### src/rtl/x4xx_version_scanner.sv
// CtrlPort initiator that scans the versioning registers and checks SW compatibility.
// Optional LAST_MODIFIED read and storage: define VERSION_SCAN_TIMESTAMP_EN.
module x4xx_version_scanner #(
    parameter int REG_BASE       = 0,
    parameter int NUM_COMPONENTS = 6,
    parameter int TIMEOUT_CYCLES = 64
) (
    input  logic                          ctrlport_clk,
    input  logic                          ctrlport_rst,
    output logic                          m_ctrlport_req_wr,
    output logic                          m_ctrlport_req_rd,
    output logic [19:0]                   m_ctrlport_req_addr,
    output logic [31:0]                   m_ctrlport_req_data,
    input  logic                          m_ctrlport_resp_ack,
    input  logic [1:0]                    m_ctrlport_resp_status,
    input  logic [31:0]                   m_ctrlport_resp_data,
    input  logic                          start,
    input  logic [64*NUM_COMPONENTS-1:0]  sw_versions,
    output logic                          busy,
    output logic                          done,
    output logic [NUM_COMPONENTS-1:0]     incompat_mask,
    output logic [NUM_COMPONENTS-1:0]     error_mask,
    input  logic [5:0]                    rd_index,
    output logic [31:0]                   rd_current,
    output logic [31:0]                   rd_oldest,
    output logic [31:0]                   rd_timestamp,
    output logic [2:0]                    fsm_state
);

    localparam int IW = (NUM_COMPONENTS > 1) ? $clog2(NUM_COMPONENTS) : 1;
    localparam int TW = $clog2(TIMEOUT_CYCLES + 1);
`ifdef VERSION_SCAN_TIMESTAMP_EN
    localparam logic [1:0] LAST_OFF = 2'd2;
`else
    localparam logic [1:0] LAST_OFF = 2'd1;
`endif

    typedef enum logic [2:0] {IDLE, ISSUE, WAIT_ACK, GUARD, CHECK, NEXT, DONE} state_t;

    state_t          state, state_nxt;
    logic [IW-1:0]   idx;
    logic [1:0]      off;
    logic [TW-1:0]   timer;
    logic [1:0]      guard_cnt;
    logic [31:0]     cur_mem [NUM_COMPONENTS];
    logic [31:0]     old_mem [NUM_COMPONENTS];
`ifdef VERSION_SCAN_TIMESTAMP_EN
    logic [31:0]     ts_mem  [NUM_COMPONENTS];
`endif
    logic [31:0]     sw_cur, sw_old;
    logic            last_idx, rd_valid;
    logic [IW-1:0]   rd_sel;

    // Handshake: req_rd is a one-cycle strobe qualified by req_addr; exactly one
    // request is outstanding and only an ack seen in WAIT_ACK completes it.
    assign m_ctrlport_req_wr   = 1'b0;
    assign m_ctrlport_req_data = '0;
    assign m_ctrlport_req_rd   = (state == ISSUE);
    assign m_ctrlport_req_addr = m_ctrlport_req_rd ?
        20'(REG_BASE) + (20'(idx) << 4) + 20'({off, 2'b00}) : '0;
    assign busy      = (state != IDLE) && (state != DONE);
    assign done      = (state == DONE);
    assign fsm_state = state;
    assign sw_cur    = sw_versions[64*idx +: 32];
    assign sw_old    = sw_versions[64*idx+32 +: 32];
    assign last_idx  = (idx == IW'(NUM_COMPONENTS - 1));

    always_ff @(posedge ctrlport_clk or posedge ctrlport_rst) begin
        if (ctrlport_rst) state <= IDLE;
        else              state <= state_nxt;
    end

    always_comb begin
        state_nxt = state;
        case (state)
            IDLE:     if (start) state_nxt = ISSUE;
            ISSUE:    state_nxt = WAIT_ACK;
            WAIT_ACK: begin
                if (m_ctrlport_resp_ack) begin
                    if (m_ctrlport_resp_status != 2'd0) state_nxt = NEXT;
                    else if (off == LAST_OFF)           state_nxt = CHECK;
                    else                                state_nxt = ISSUE;
                end else if (timer == '0) begin
                    state_nxt = GUARD;
                end
            end
            GUARD:    if (guard_cnt == 2'd0) state_nxt = NEXT;
            CHECK:    state_nxt = NEXT;
            NEXT:     state_nxt = last_idx ? DONE : ISSUE;
            DONE:     state_nxt = IDLE;
            default:  state_nxt = IDLE;
        endcase
    end

    always_ff @(posedge ctrlport_clk or posedge ctrlport_rst) begin
        if (ctrlport_rst) begin
            idx           <= '0;
            off           <= '0;
            timer         <= '0;
            guard_cnt     <= '0;
            incompat_mask <= '0;
            error_mask    <= '0;
            for (int i = 0; i < NUM_COMPONENTS; i++) begin
                cur_mem[i] <= '0;
                old_mem[i] <= '0;
`ifdef VERSION_SCAN_TIMESTAMP_EN
                ts_mem[i]  <= '0;
`endif
            end
        end else begin
            case (state)
                IDLE: if (start) begin
                    idx           <= '0;
                    off           <= '0;
                    incompat_mask <= '0;
                    error_mask    <= '0;
                end
                ISSUE: timer <= TW'(TIMEOUT_CYCLES - 1);
                WAIT_ACK: begin
                    if (m_ctrlport_resp_ack && m_ctrlport_resp_status == 2'd0) begin
                        case (off)
                            2'd0:    cur_mem[idx] <= m_ctrlport_resp_data;
                            2'd1:    old_mem[idx] <= m_ctrlport_resp_data;
`ifdef VERSION_SCAN_TIMESTAMP_EN
                            2'd2:    ts_mem[idx]  <= m_ctrlport_resp_data;
`endif
                            default: ;
                        endcase
                        off <= off + 2'd1;
                    end else if (m_ctrlport_resp_ack || timer == '0) begin
                        // Failed component: drop partial data so readback shows 0.
                        error_mask[idx] <= 1'b1;
                        cur_mem[idx]    <= '0;
                        old_mem[idx]    <= '0;
`ifdef VERSION_SCAN_TIMESTAMP_EN
                        ts_mem[idx]     <= '0;
`endif
                        guard_cnt       <= 2'd3;
                    end else begin
                        timer <= timer - 1'b1;
                    end
                end
                GUARD: guard_cnt <= guard_cnt - 2'd1;
                CHECK: incompat_mask[idx] <= (sw_old > cur_mem[idx]) || (sw_cur < old_mem[idx]);
                NEXT: if (!last_idx) begin
                    idx <= idx + 1'b1;
                    off <= '0;
                end
                default: ;
            endcase
        end
    end

    assign rd_valid = ({1'b0, rd_index} < 7'(NUM_COMPONENTS));
    assign rd_sel   = rd_index[IW-1:0];

    always_comb begin
        rd_current   = '0;
        rd_oldest    = '0;
        rd_timestamp = '0;
        if (rd_valid) begin
            rd_current = cur_mem[rd_sel];
            rd_oldest  = old_mem[rd_sel];
`ifdef VERSION_SCAN_TIMESTAMP_EN
            rd_timestamp = ts_mem[rd_sel];
`endif
        end
    end

endmodule

### config.mk
export PLATFORM = sky130hd
export DESIGN_NAME = x4xx_version_scanner
export DESIGN_NICKNAME = d
export VERILOG_FILES = /design/src/rtl/x4xx_version_scanner.sv
export SDC_FILE = /design/constraint.sdc
export NUM_CORES = 1
export LEC_CHECK = 0
export BUFFER_PORTS_ARGS = -buffer_cell sky130_fd_sc_hd__buf_2
export CAP_MARGIN = 20
export CORE_AREA = 2 2 229 231
export CTS_CLUSTER_SIZE = 16
export DETAILED_ROUTE_END_ITERATION = 12
export DIE_AREA = 0 0 231 233
export PLACE_DENSITY = 0.83
export SKIP_CTS_REPAIR_TIMING = 1
export SYNTH_ARGS = -nofsm -noshare
export SYNTH_HDL_FRONTEND = slang
export SYNTH_SLANG_ARGS = --single-unit
export TNS_END_PERCENT = 30
### constraint.sdc
create_clock -name ctrlport_clk -period 16.37 [get_ports ctrlport_clk]
set_input_delay 2.4555 -clock ctrlport_clk [delete_from_list [all_inputs] [get_ports ctrlport_clk]]
set_output_delay 2.4555 -clock ctrlport_clk [all_outputs]
set_load 0.005 [all_outputs]
==> results of run 1 <==
==> sequential cells by signal, summed over array words and instances (netlist names) <==
signal,cells
off,2
old_mem,192
cur_mem,192
guard_cnt,2
timer,7
fsm_state,3
error_mask,6
incompat_mask,6
idx,3
==> cells by family (layout without fill, tap and decap cells) <==
| group | after synthesis | count (layout) |
|---|---|---|
| AO/OA/AOI/OAI | 747 | 747 |
| AND/OR/NAND/NOR | 536 | 536 |
| flip-flops | 413 | 413 |
| multiplexers | 324 | 324 |
| buffers and inverters | 297 | 649 |
| adder cells (fa/ha/maj) | 70 | 70 |
| XOR/XNOR | 6 | 6 |
| other | 1 | 88 |
==> power by group <==
part           internal, mW  total (mW)  switching [mW]
clock                 0.616        1.05           0.438
combinational         0.597        1.58           0.979
sequential             1.15        1.29           0.138
==> per-stage QoR <==
stage	util [%]	worst slack, ns
6_report	56.9	8.67
5_1_grt	56.9	8.67
4_1_cts	56.9	8.87
3_5_place_dp	53.9	8.85
3_3_place_gp	53.9	8.93
2_1_floorplan	-	2.42
==> cells in the mapped netlist (34+ instances only) <==
master,n
dfrtp_1,413
a22oi_1,229
a22o_1,45
nand2_1,272
buf_2,55
nor2_1,89
buf_4,97
o21ai_0,206
a211oi_1,71
a21oi_1,54
clkbuf_1,110
and3_1,34
mux2_2,158
mux4_2,64
a221oi_1,65
nand3_1,74
a221o_1,46
ha_1,70
mux2i_1,66
==> layer usage <==
layer  wire length [um]  vias to the layer above  GRT usage (%)  part of all wire, %
met5                111                        -              0                 0.11
met4               5520                       16           18.4                  5.7
met3              11600                      275           10.5                   12
met2              45200                     1641           57.5                   46
met1              35200                    11400           43.4                   36
li1                   -                     9753              -                    -
==> worst max-delay path: cells and delay by family <==
family / cells / cell delay (ns)
AO/OA/AOI/OAI: 1 / 0.67
buffers and inverters: 3 / 1.65
multiplexers: 1 / 0.35
AND/OR/NAND/NOR: 1 / 0.04
==> final timing paths <==
check,start,end,slack [ns],depth (start not counted)
max,rd_index[1],rd_oldest[27],8.67,6
min,error_mask[1]$_DFFE_PP0P_,error_mask[1]$_DFFE_PP0P_,0.50,2
max reg2reg,idx[1]$_DFFE_PP0P_,incompat_mask[4]$_DFFE_PP0P_,10.58,14
min reg2reg,error_mask[1]$_DFFE_PP0P_,error_mask[1]$_DFFE_PP0P_,0.50,2
max in group asynchronous,ctrlport_rst,cur_mem[46]$_DFFE_PP0P_,12.05,4
min in group asynchronous,ctrlport_rst,error_mask[0]$_DFFE_PP0P_,1.99,2
==> layout make-up <==
| cell class | count | area, um2 |
|---|---|---|
| fillers | 4283 | 22000 |
| multi-input cells | 1763 | 13400 |
| flip-flops and latches | 413 | 10300 |
| repair buffers | 555 | 2940 |
| clock buffers | 64 | 1300 |
| well taps | 680 | 851 |
| clock inverters | 16 | 214 |
| inverters | 14 | 60.1 |
| diodes | 8 | 20.0 |
==> run summary, run 1 <==
PLACEMENT
--------------------------------------------------------------------------------------
Count of buffers inserted at the top-level ports                                   514
Post-detail-place hpwl                                                        66800 um
GP Congestion                                                                    0.996
Total instance count after detailed placement                                     3424
Area post-placement                                                          27600 um2

LAYOUT
--------------------------------------------------------------------------------------
Final-stage net count                                                             3290
Proportion of layout cells with a drive suffix above 1                           32.2%
Commonest non-fill, non-tap cell in the layout                                   buf_2
Highest-count cells in the layout ignoring fill and taps                  513 x buf_2, 413 x dfrtp_1, 272 x nand2_1, 229 x a22oi_1, 206 x o21ai_0
Area delta synth->final                                                          16.6%
Finished Layout Cells                                                             3513
Post-route standard cell area excluding fillers                              29100 um2

SYNTHESIS
--------------------------------------------------------------------------------------
Proportion of netlist area held by the largest area contributor                  41.4%
Synth Area in Compound Gates                                                     21.1%
Synthesis Warnings                                                                   0
Mapped Avg Cell Area                                                          10.4 um2
Register bit total from synthesis                                                  413
Commonest register cell after synthesis                                        dfrtp_1
Xor/xnor cell area share of the yosys netlist                                   0.211%
Number of distinct standard cells referenced by the synthesized netlist             63
Largest area contributor in the synthesized netlist                            dfrtp_1
Sequential element share of the synthesized area                                 41.4%
Combinational family with the most area after synthesis                   compound AO/OA/AOI/OAI gates
Post-synthesis cell count                                                         2394
Adder and majority cell fraction of the synthesized area                         3.51%
Mux contribution to synthesized area                                             17.6%
Post-synthesis async set-or-reset flop share                                      100%
Netlist Area Pre-Place                                                       25000 um2
Leading cell types by total area after synthesis                          dfrtp_1 41%, mux2_2 7.1%, a22oi_1 6.9%, mux4_2 5.8%, o21ai_0 4.1%
Count of flip-flops with a built-in enable after synthesis                           0
Simple-gate portion of the synthesized area                                      9.85%

GLOBAL ROUTING
--------------------------------------------------------------------------------------
Pin count of the biggest net entering global routing                               157
Total overflow reported by the global router                                         0
Number of global-route vias before repair                                        22800
Global Route Usage Sum                                                           35.7%
Initial antenna violation count                                                     14
Wire length of the first global-routing pass                                 144000 um

POWER
--------------------------------------------------------------------------------------
Worst-case vdd ir drop                                                       0.0986 mV
Overall power consumption                                                      3.92 mW
Cell Pwr Density                                                            135 nW/um2
Static Leakage                                                                 13.6 nW

TIMING
--------------------------------------------------------------------------------------
Peak clock frequency supported by timing                                       130 MHz
Slew HR                                                                          24.9%
Endpoints failing setup                                                              0
Accumulated negative setup slack                                                  0 ns
RSZ-0062 raised after global routing                                             false
Pin slew with the least headroom to its limit                                  1.13 ns
Fraction of the cycle the final worst path needs                                 47.0%
Final max-slew violation count                                                       0
Number of hold violations in the final report                                        0
Worst hold slack across all endpoints                                         0.503 ns
Max Clock Skew                                                               0.0306 ns
Final Critical Period                                                          7.70 ns

CRITICAL PATH
--------------------------------------------------------------------------------------
Startpoint type of the worst setup path                                      input pin
Max FO, Critical Path                                                               38
Max stage delay on crit path                                                   0.72 ns
Most Frequent Cell on Critical Path                                              buf_2
Worst setup EP type                                                       primary output
Data required time at the worst endpoint                                      13.91 ns
Cell type of the slowest stage on the worst timing path                          buf_4
Type of the setup path with the least slack                                     in2out
Cell chain of the critical path                                           buf_2, buf_4, mux4_2, nor2_1, a211oi_1, buf_2
Critical path arrival                                                          5.25 ns

CLOCK NETWORK
--------------------------------------------------------------------------------------
Clock root cell                                                              clkbuf_16
Buffers from clock root to sink, at most                                             3
TritonCTS Buffers                                                                   45
Clock latency on the worst-skew pair                                           0.60 ns
CTS tree                                                                          done
H-tree depth reported by CTS                                                         2
Clock-pin transition on the worst setup and hold timing paths                  0.06 ns
Sink count of the clock tree                                                       413

ROUTING
--------------------------------------------------------------------------------------
DRT iter0 DRCs                                                                    2777
Count of unresolved DRC violations after routing                                     0
Number of iterations in the first detailed-routing pass                              7
Final routed wire length divided by cell count                                 27.8 um
Total via count after detailed routing                                           23100
Antenna violation net count after detailed routing                                   0
Wire length after detailed routing                                            97700 um
Via count normalized by instance count                                            6.57

FLOW RUN
--------------------------------------------------------------------------------------
Number of max-capacitance violations reported                                        0

DIE
--------------------------------------------------------------------------------------
Die ar.                                                                      53800 um2
Initial core utilization                                                         48.8%
IO Count                                                                           595
Die boundary height                                                             233 um
Number of standard-cell rows in the floorplan                                       83
Width of the die                                                                231 um
Placeable core region                                                        51100 um2

WORST HOLD PATH
--------------------------------------------------------------------------------------
Class of the most critical hold timing path                                    reg2reg

RUN STATUS
--------------------------------------------------------------------------------------
Outcome                                                                   finished, final reports clean

Note: power is estimated with default switching activity, not from simulation.
==> run 2: changes to the inputs <==
Clock period 16.37 ns to 7.4 ns, I/O delays scaled along.
==> run 2 against run 1 <==
Sequential power rose by 120%. Total power rose by 120%. Routed wire length rose by 2.7%. Global-route usage rose by 0.79 points. Utilization barely moved. Design area barely moved. Register-to-register slack got worse by 8.5 ns. Count of clock-buffer cells in the layout fell by 2. Critical endpoint is now incompat_mask[5]$_DFFE_PP0P_. Highest routed layer unchanged.
==> run summary, run 2 (synthesis gave the netlist of run 1 again) <==
ROUTING
----------------------------------------------------------------------------
Count of unresolved DRC violations after routing                           0
DRT iter0 DRCs                                                          3073
Wire length after detailed routing                                 100000 um
Final routed wire length divided by cell count                       28.6 um
Via count normalized by instance count                                  6.63
Total via count after detailed routing                                 23300
Antenna violation net count after detailed routing                         0
Number of iterations in the first detailed-routing pass                    8

TIMING
----------------------------------------------------------------------------
Final Critical Period                                                5.33 ns
Endpoints failing setup                                                    0
Final max-slew violation count                                             0
Accumulated negative setup slack                                        0 ns
RSZ-0062 raised after global routing                                   false
Number of hold violations in the final report                              0
Fraction of the cycle the final worst path needs                       72.1%
Peak clock frequency supported by timing                             188 MHz
Pin slew with the least headroom to its limit                        1.08 ns
Max Clock Skew                                                     0.0142 ns
Slew HR                                                                27.9%

CLOCK NETWORK
----------------------------------------------------------------------------
CTS tree                                                                done
Sink count of the clock tree                                             413
H-tree depth reported by CTS                                               2
Clock-pin transition on the worst setup and hold timing paths        0.07 ns
Buffers from clock root to sink, at most                                   3
TritonCTS Buffers                                                         43
Clock root cell                                                    clkbuf_16
Clock latency on the worst-skew pair                                 0.56 ns

CRITICAL PATH
----------------------------------------------------------------------------
Type of the setup path with the least slack                          reg2reg
Max FO, Critical Path                                                     58
Register-to-register path setup slack                                2.07 ns
Critical path arrival                                                5.78 ns
Reg-to-reg startpoint                                           idx[1]$_DFFE_PP0P_
Startpoint type of the worst setup path                             register
Capture point of the worst reg-to-reg path                      incompat_mask[5]$_DFFE_PP0P_
Cell chain of the critical path                                 inv_1, nor2_1, and2_4, buf_4, a221o_1, a221oi_1, ha_1, a21oi_1, o21ai_0, a221o_1, o21ai_0, a311oi_2, a211oi_1
Max stage delay on crit path                                         0.75 ns
Total buffers and inverters traversed by the critical path                 2
Data required time at the worst endpoint                             7.85 ns
Cell type of the slowest stage on the worst timing path              dfrtp_1
Depth of the worst register-to-register path                              13
Worst setup EP type                                                 register
Number of cells on the critical path                                      13
Top delay family on crit path                                   compound AO/OA/AOI/OAI gates

DIE
----------------------------------------------------------------------------
Number of standard-cell rows in the floorplan                             83
IO Count                                                                 595
Width of the die                                                      231 um
Placeable core region                                              51100 um2
Die ar.                                                            53800 um2
Die boundary height                                                   233 um
Initial core utilization                                               48.8%

GLOBAL ROUTING
----------------------------------------------------------------------------
Global Route Usage Sum                                                 36.5%
Number of global-route vias before repair                              22800
Initial antenna violation count                                           10
Total overflow reported by the global router                               0
Wire length of the first global-routing pass                       147000 um
Pin count of the biggest net entering global routing                     180

PLACEMENT
----------------------------------------------------------------------------
Total instance count after detailed placement                           3429
Count of buffers inserted at the top-level ports                         514
Post-detail-place hpwl                                              69600 um
GP Congestion                                                           1.01

POWER
----------------------------------------------------------------------------
NetSw                                                                3.44 mW
Power share of the combinational group                                 41.0%
Worst-case vdd ir drop                                              0.369 mV
Cell Pwr Density                                                  297 nW/um2
Static Leakage                                                       13.6 nW
Proportion of power drawn by the clock network                         25.9%
P_int                                                                5.21 mW
Relative contribution of sequential cells to total power               33.1%
Fraction of power spent switching nets                                 39.8%

LAYOUT
----------------------------------------------------------------------------
Highest-count cells in the layout ignoring fill and taps        513 x buf_2, 413 x dfrtp_1, 272 x nand2_1, 229 x a22oi_1, 206 x o21ai_0
Commonest non-fill, non-tap cell in the layout                         buf_2
Final-stage net count                                                   3292
Finished Layout Cells                                                   3511
Biggest regs                                                    cur_mem: 192 flops, old_mem: 192 flops, timer: 7 flops
Proportion of layout cells with a drive suffix above 1                 32.3%
Area delta synth->final                                                16.6%

RUN STATUS
----------------------------------------------------------------------------
Outcome                                                         finished, final reports clean

WORST HOLD PATH
----------------------------------------------------------------------------
Class of the most critical hold timing path                         in2async

FLOW RUN
----------------------------------------------------------------------------
Number of max-capacitance violations reported                              0

-- run 2: cell count changes in the layout (fill, tap and decap cells not counted), moves of 2 or more --
| cell | change |
|---|---|
| inv_6 | -2 |
| diode_2 | -4 |
| clkinv_8 | -2 |
| clkinvlp_4 | +2 |
| clkbuf_1 | -2 |
| buf_12 | +3 |
| clkinv_2 | +5 |
-- run 2: layout make-up --
cell class,instances,area (um2)
repair buffers,559,3010
multi-input cells,1763,13400
flip-flops and latches,413,10300
clock inverters,16,158
inverters,14,56.3
well taps,680,851
diodes,4,10.0
fillers,4212,22000
clock buffers,62,1290
-- run 2: metrics by stage --
stage	utilization, %	setup WS, ns	hold slack [ns]	cell area [um2]	power, mW
after floorplan	-	0.722	0.458	25300	5.05
after global placement	54.1	2.45	0.475	27600	6.16
final	56.9	2.07	0.475	29100	8.65
after detailed placement	54.1	2.26	0.484	27600	6.30
after global routing	56.9	1.83	0.490	29100	9.02
after CTS	56.9	2.24	0.475	29100	8.55
-- run 2: power groups by stage --
stage | Clock [mW] | Combinational [mW] | Sequential, mW
after detailed placement | 0 | 3.41 | 2.88
after CTS | 2.25 | 3.45 | 2.85
final | 2.24 | 3.55 | 2.86
after global routing | 2.33 | 3.79 | 2.90
after global placement | 0 | 3.31 | 2.85
after floorplan | 0 | 2.29 | 2.75
-- run 2: per-layer routing --
metal	vias up	GRT usage, %	routed length [um]
met4	12	18.3	6250
met1	11400	45.6	36300
li1	9753	-	-
met2	1784	58.6	45800
met5	-	0	78
met3	332	9.46	11900
-- run 2: how the worst max path moves through the flow --
stage                       start                      endpoint  slack, ns
3_5_place_dp   idx[2]$_DFFE_PP0P_  incompat_mask[4]$_DFFE_PP0P_       2.26
4_1_cts        idx[2]$_DFFE_PP0P_  incompat_mask[5]$_DFFE_PP0P_       2.24
6_report       idx[1]$_DFFE_PP0P_  incompat_mask[5]$_DFFE_PP0P_       2.07
2_1_floorplan        ctrlport_rst        cur_mem[0]$_DFFE_PP0P_       0.72
5_1_grt        idx[2]$_DFFE_PP0P_  incompat_mask[4]$_DFFE_PP0P_       1.83
3_3_place_gp   idx[2]$_DFFE_PP0P_  incompat_mask[4]$_DFFE_PP0P_       2.45
